### src/rtl/adder_pkg.sv
// -----------------------------------------------------------------------------
// adder_pkg : shared constants and raw-result type for the adder_nbit slice.
// Revision  : 1.0  initial release
// -----------------------------------------------------------------------------
`default_nettype none

package adder_pkg;

  localparam int ADDER_DEFAULT_N = 4;
  localparam int ADDER_MAX_N     = 64;

  // Widest (N+1)-bit raw result; narrower builds use the low N bits of sum.
  typedef struct packed {
    logic                   carry;
    logic [ADDER_MAX_N-1:0] sum;
  } adder_raw_t;

endpackage : adder_pkg

`default_nettype wire

### src/rtl/full_adder_cell.sv
// -----------------------------------------------------------------------------
// full_adder_cell : single-bit combinational full adder, one ripple stage.
// Revision        : 1.0  initial release
// -----------------------------------------------------------------------------
`default_nettype none

module full_adder_cell (
  input  logic a,
  input  logic b,
  input  logic cin,
  output logic s,
  output logic cout
);

  assign s    = a ^ b ^ cin;
  assign cout = (a & b) | (a & cin) | (b & cin);

endmodule : full_adder_cell

`default_nettype wire

### src/rtl/adder_nbit.sv
// -----------------------------------------------------------------------------
// adder_nbit : N-bit unsigned ripple-carry adder with registered sum/carryout.
//              Optional registered signed-overflow flag under ADDER_OVERFLOW_EN.
// Revision   : 1.0  initial release
// -----------------------------------------------------------------------------
`default_nettype none

module adder_nbit
  import adder_pkg::*;
#(
  parameter int N = ADDER_DEFAULT_N
) (
  input  logic         clk,
  input  logic         rst,
  input  logic [N-1:0] a,
  input  logic [N-1:0] b,
  output logic [N-1:0] sum,
  output logic         carryout
`ifdef ADDER_OVERFLOW_EN
  ,
  output logic         overflow
`endif
);

  logic [N:0]   carry_chain;
  logic [N-1:0] sum_d;
  logic [N-1:0] sum_q;
  logic         carry_d;
  logic         carry_q;

  assign carry_chain[0] = 1'b0;

  for (genvar i = 0; i < N; i++) begin : g_chain
    full_adder_cell u_cell (
      .a    (a[i]),
      .b    (b[i]),
      .cin  (carry_chain[i]),
      .s    (sum_d[i]),
      .cout (carry_chain[i+1])
    );
  end

  assign carry_d = carry_chain[N];

  always_ff @(posedge clk or posedge rst) begin
    if (rst) begin
      sum_q   <= '0;
      carry_q <= 1'b0;
    end else begin
      sum_q   <= sum_d;
      carry_q <= carry_d;
    end
  end

  assign sum      = sum_q;
  assign carryout = carry_q;

`ifdef ADDER_OVERFLOW_EN
  logic ovf_d;
  logic ovf_q;

  // Signed overflow: like-signed operands producing an opposite-signed sum.
  assign ovf_d = (a[N-1] == b[N-1]) && (sum_d[N-1] != a[N-1]);

  always_ff @(posedge clk or posedge rst) begin
    if (rst) begin
      ovf_q <= 1'b0;
    end else begin
      ovf_q <= ovf_d;
    end
  end

  assign overflow = ovf_q;
`endif

endmodule : adder_nbit

`default_nettype wire

### config.mk
export PLATFORM = sky130hd
export DESIGN_NAME = adder_nbit
export DESIGN_NICKNAME = d
export VERILOG_FILES = /design/src/rtl/adder_pkg.sv /design/src/rtl/full_adder_cell.sv /design/src/rtl/adder_nbit.sv
export SDC_FILE = /design/constraint.sdc
export NUM_CORES = 1
export LEC_CHECK = 0
export BUFFER_PORTS_ARGS = -buffer_cell sky130_fd_sc_hd__buf_2
export CORE_AREA = 2 2 39 41
export DETAILED_ROUTE_END_ITERATION = 10
export DIE_AREA = 0 0 41 43
export SYNTH_ARGS = -nofsm -noshare
export SYNTH_HDL_FRONTEND = slang
export SYNTH_SLANG_ARGS = --single-unit
### constraint.sdc
create_clock -name clk -period 0.8 [get_ports clk]
set_input_delay 0.16 -clock clk [delete_from_list [all_inputs] [get_ports clk]]
set_output_delay 0.16 -clock clk [all_outputs]
set_load 0.03 [all_outputs]
After elaboration in Yosys (flattened, before gate mapping)
Index checks and enable logic that the tools add are counted.

cells by class
  bitwise logic cells = 23

operator list
  kind         number
  $and 1x1->1  10
  $xor 1x1->1  7
  $or 1x1->1   6

storage, ports and cells
  register bits = 5
  input port bits = 10
  output and inout bits = 5
  logic and storage cells = 25

Longest topological paths before layout
  word-level depth = 10
  mapped depth = 6
  mapped depth without buffers = 6

Hierarchy
A second synthesis with hierarchy kept.

unflattened totals
  cell total of the unflattened synthesis = 11
  area, all modules = 212.7 um^2

modules (own cells, without submodules)
  module           instances  cells each  area an instance (um^2)
  adder_nbit       1          7           132.6
  full_adder_cell  4          1           20.0

Worst setup path after synthesis
No wires, ideal clock.

  path type = input-to-reg
  from = input a[0]
  to = register sum_q[3], in the netlist sum[3]
  library setup time = 0.064 ns
  arrival time = 1.583 ns
  slack = -0.847 ns
  stages on the path = 6
  cells stage by stage = ha_1 -> fa_1 -> fa_1 -> inv_1 -> fa_1 -> inv_1

on the way
  longest elaborated chain between the ends = 8
  elaborated cells on any way between the ends = 10

RTL lines
  item                     line                   text
  from (decl)              adder_nbit.sv:15       input logic [N-1:0] a,
  $and 1x1->1 (*)          full_adder_cell.sv:16  assign cout = (a & b) | (a & cin) | (b & cin);
  $and 1x1->1              full_adder_cell.sv:16
  $or 1x1->1               full_adder_cell.sv:16
  $or 1x1->1 (*)           full_adder_cell.sv:16
  $and 1x1->1              full_adder_cell.sv:16
  $or 1x1->1               full_adder_cell.sv:16
  $or 1x1->1 (*)           full_adder_cell.sv:16
  $xor 1x1->1 (*)          full_adder_cell.sv:15  assign s = a ^ b ^ cin;
  via g_chain[3].u_cell.s  full_adder_cell.sv:11  output logic s,
  to (signal assigned)     adder_nbit.sv:50       sum_q <= sum_d;
  to (decl)                adder_nbit.sv:27       logic [N-1:0] sum_q;

Mark *: on every way through the listed nets, which the timed path passes. The rest lies on a longest branch.

Worst setup path in the final report
  from = input b[0]
  to = register sum_q[3], in the netlist sum[3]

on the way
  longest elaborated chain between the ends = 8
  elaborated cells on any way between the ends = 10

RTL lines
  item                     line                   text
  from (decl)              adder_nbit.sv:16       input logic [N-1:0] b,
  $and 1x1->1 (*)          full_adder_cell.sv:16
  $and 1x1->1              full_adder_cell.sv:16
  $or 1x1->1               full_adder_cell.sv:16
  $or 1x1->1 (*)           full_adder_cell.sv:16
  $and 1x1->1              full_adder_cell.sv:16
  $or 1x1->1               full_adder_cell.sv:16
  $or 1x1->1 (*)           full_adder_cell.sv:16
  $xor 1x1->1 (*)          full_adder_cell.sv:15
  via g_chain[3].u_cell.s  full_adder_cell.sv:11

Marked as above.

==> results.sh <==
export IMPL_status="finished with violations"
export IMPL_violations="setup timing"
export IMPL_multi_input_area_sq_um=90.09
export IMPL_globalplace_congestion=0.6364
export IMPL_die_y_um=43
export IMPL_cts_tree="done"
export IMPL_max_freq_mhz=711.3
export IMPL_irDropWorstVdd_mv=0.4068
export IMPL_antenna_found_initial=0
export IMPL_setup_violations=8
export IMPL_max_slew_margin_pct=88.56
export IMPL_cpMostUsedCell="fa_2"
export IMPL_critPathMaxFanout=1
export IMPL_syn2layout_area_growth_pct=85.23
export IMPL_core_area_sq_mm=0.001384
export IMPL_portBuffers=14
export IMPL_ys_seq_area_share_pct=56.82
export IMPL_antenna_cells=0
export IMPL_cts_buffers=3
export IMPL_hold_path_class="in -> reg"
export IMPL_synthesis_nets=29
export IMPL_critPathBufInv=3
export IMPL_clkTransAtPathRegs_ns=0.04
export IMPL_cp_end_kind="flop"
export IMPL_io_pins=15
export IMPL_grt_util_all_layers_pct=6.592
export IMPL_grt_pass1_vias=167
export IMPL_drtPass1Iterations=1
export IMPL_ctsHtreeMaxLevel=1
export IMPL_hp_start="a[0]"
export IMPL_final_period_utilization_pct=175.7
export IMPL_yosysWarningCount=0
export IMPL_fillers=148
export IMPL_ant_nets=0
export IMPL_gr_total_overflow=0
export IMPL_synth_top_area_share_pct=56.82
export IMPL_grt_max_degree=6
export IMPL_rows=14
export IMPL_synth_seq_cells=5
export IMPL_cp_top_family="adder cells"
export IMPL_slew_viol_final=0
export IMPL_hold_path_depth=2
export IMPL_synth_area_sq_um=220.2
export IMPL_worst_slew_pin_slew_ns=0.1714
export IMPL_die_area_sq_mm=0.001763
export IMPL_die_w_um=41
export IMPL_postCtsSetupRepairBufs=0
export IMPL_routedWlPerCell_um=7.940
export IMPL_drt_initial_drc_count=0
export IMPL_viasPerCell=3.220
export IMPL_regArea_sq_um=125.1
export IMPL_holdPathEnd="sum[0]"
export IMPL_worstSetupPathType="in -> reg"
export IMPL_power_density_mw_per_mm2=2050
export IMPL_max_cap_viol_count=0
export IMPL_period_minus_slack_ns=1.406
export IMPL_max_stage_delay_ns=0.39
export IMPL_worstPathRequired_ns=0.98
export IMPL_setup_ws_ns=-0.6060
export IMPL_cts_root_buf="clkbuf_4"
export IMPL_arrival_ns=1.58
export IMPL_yosys_top_cells_area="dfrtp_1 57%, fa_1 27%, inv_1 10%"
export IMPL_vias=161
export IMPL_start_kind="input port"
export IMPL_rsz0062_at_grt="yes"
export IMPL_synth_distinct_cells=4
export IMPL_cpMaxStageDelayCell="fa_1"
export IMPL_p_leak_nw=0.2068
export IMPL_clk_path_buf_depth=2
export IMPL_avgSynthCellArea_sq_um=14.68
export IMPL_finalNetCount=49
export IMPL_cts_num_sinks=5
export IMPL_synth_cells=15
export IMPL_drc_errors=0
export IMPL_tns_ns=-1.780
export IMPL_initial_utilization_pct=15.91
export IMPL_grt_pass1_wl_um=607
export IMPL_drive_gt1_share_pct=61.76
export IMPL_hold_viol_final=0
export IMPL_cp_cell_sequence="buf_6 -> ha_4 -> fa_2 -> fa_2 -> inv_2 -> fa_1 -> inv_1"
export IMPL_cp_depth=7
export IMPL_drt_wl_total_um=397
export IMPL_place_ws_ns=-0.9455
export IMPL_netlist_top_cell_by_area="dfrtp_1"
[what timing repair did]
action                                 4_1_cts  5_1_grt
gates resized for setup                     12        0
hold buffers                                 1        0
setup endpoints to repair                    8        8
endpoints found under the hold margin        5        0
pin swaps                                    4        0
[area by class of cell]
| type | instances | area share [%] |
|---|---|---|
| clock buffer | 4 | 6.442 |
| inverter | 6 | 5.521 |
| multi-input combinational | 4 | 22.09 |
| sequential | 5 | 30.67 |
| tap | 16 | 4.908 |
| timing repair buffer | 15 | 30.37 |
[per-layer routing]
layer	track usage [%]	vias to the layer above	part of all wire (%)
li1	-	77	-
met1	5.316	65	39
met2	6.563	17	38
met3	6.806	2	18
met4	10.00	0	4.8
met5	0	-	0
[worst max-delay path by stage]
stage / start / slack [ns] / end
floorplan: a[0] / -0.78 / sum[3]
global placement: a[0] / -0.93 / sum[3]
detailed placement: a[0] / -0.95 / sum[3]
CTS: b[0] / -0.60 / sum[3]
global route: b[0] / -0.64 / sum[3]
finish: b[0] / -0.61 / sum[3]
[cells in the final DEF (no fill, tap or decap)]
cell / n
buf_2: 7
buf_6: 7
clkbuf_1: 1
clkbuf_4: 3
dfrtp_1: 5
dlygate4sd3_1: 1
fa_1: 1
fa_2: 2
ha_4: 1
inv_1: 5
inv_2: 1
[cells by family (layout without fill, tap and decap cells)]
family                   after synthesis  after routing  share of synthesized area, %
flip-flops                             5              5                         56.82
adder cells (fa/ha/maj)                4              4                         32.95
buffers and inverters                  6             25                         10.23
[Yosys cell counts, drive strengths merged]
| cell type | n |
|---|---|
| inv | 6 |
| dfrtp | 5 |
| fa | 3 |
| ha | 1 |
[flip-flops by register name (all words and copies together), names as in the netlist]
name,count
carryout,1
sum,4
[metrics by stage]
| step | total power, W | hold slack [ns] | instance area (sq um) | utilization, % | cells |
|---|---|---|---|---|---|
| after floorplan | 0.0004221 | -0.06148 | 237.7 | - | 15 |
| after global placement | 0.0004988 | 0.05764 | 327.8 | 23.69 | 45 |
| after detailed placement | 0.0004996 | 0.05523 | 327.8 | 23.69 | 45 |
| after CTS | 0.0008554 | 0.1352 | 407.9 | 29.48 | 50 |
| after global routing | 0.0009111 | 0.1310 | 407.9 | 29.48 | 50 |
| final | 0.0008360 | 0.1418 | 407.9 | 29.48 | 50 |
[report_power, final]
group	internal (W)	switching, W
sequential	0.000290	0.0000161
clock	0.000188	0.0000963
combinational	0.000117	0.000128
(Power assumes the default switching activity.)
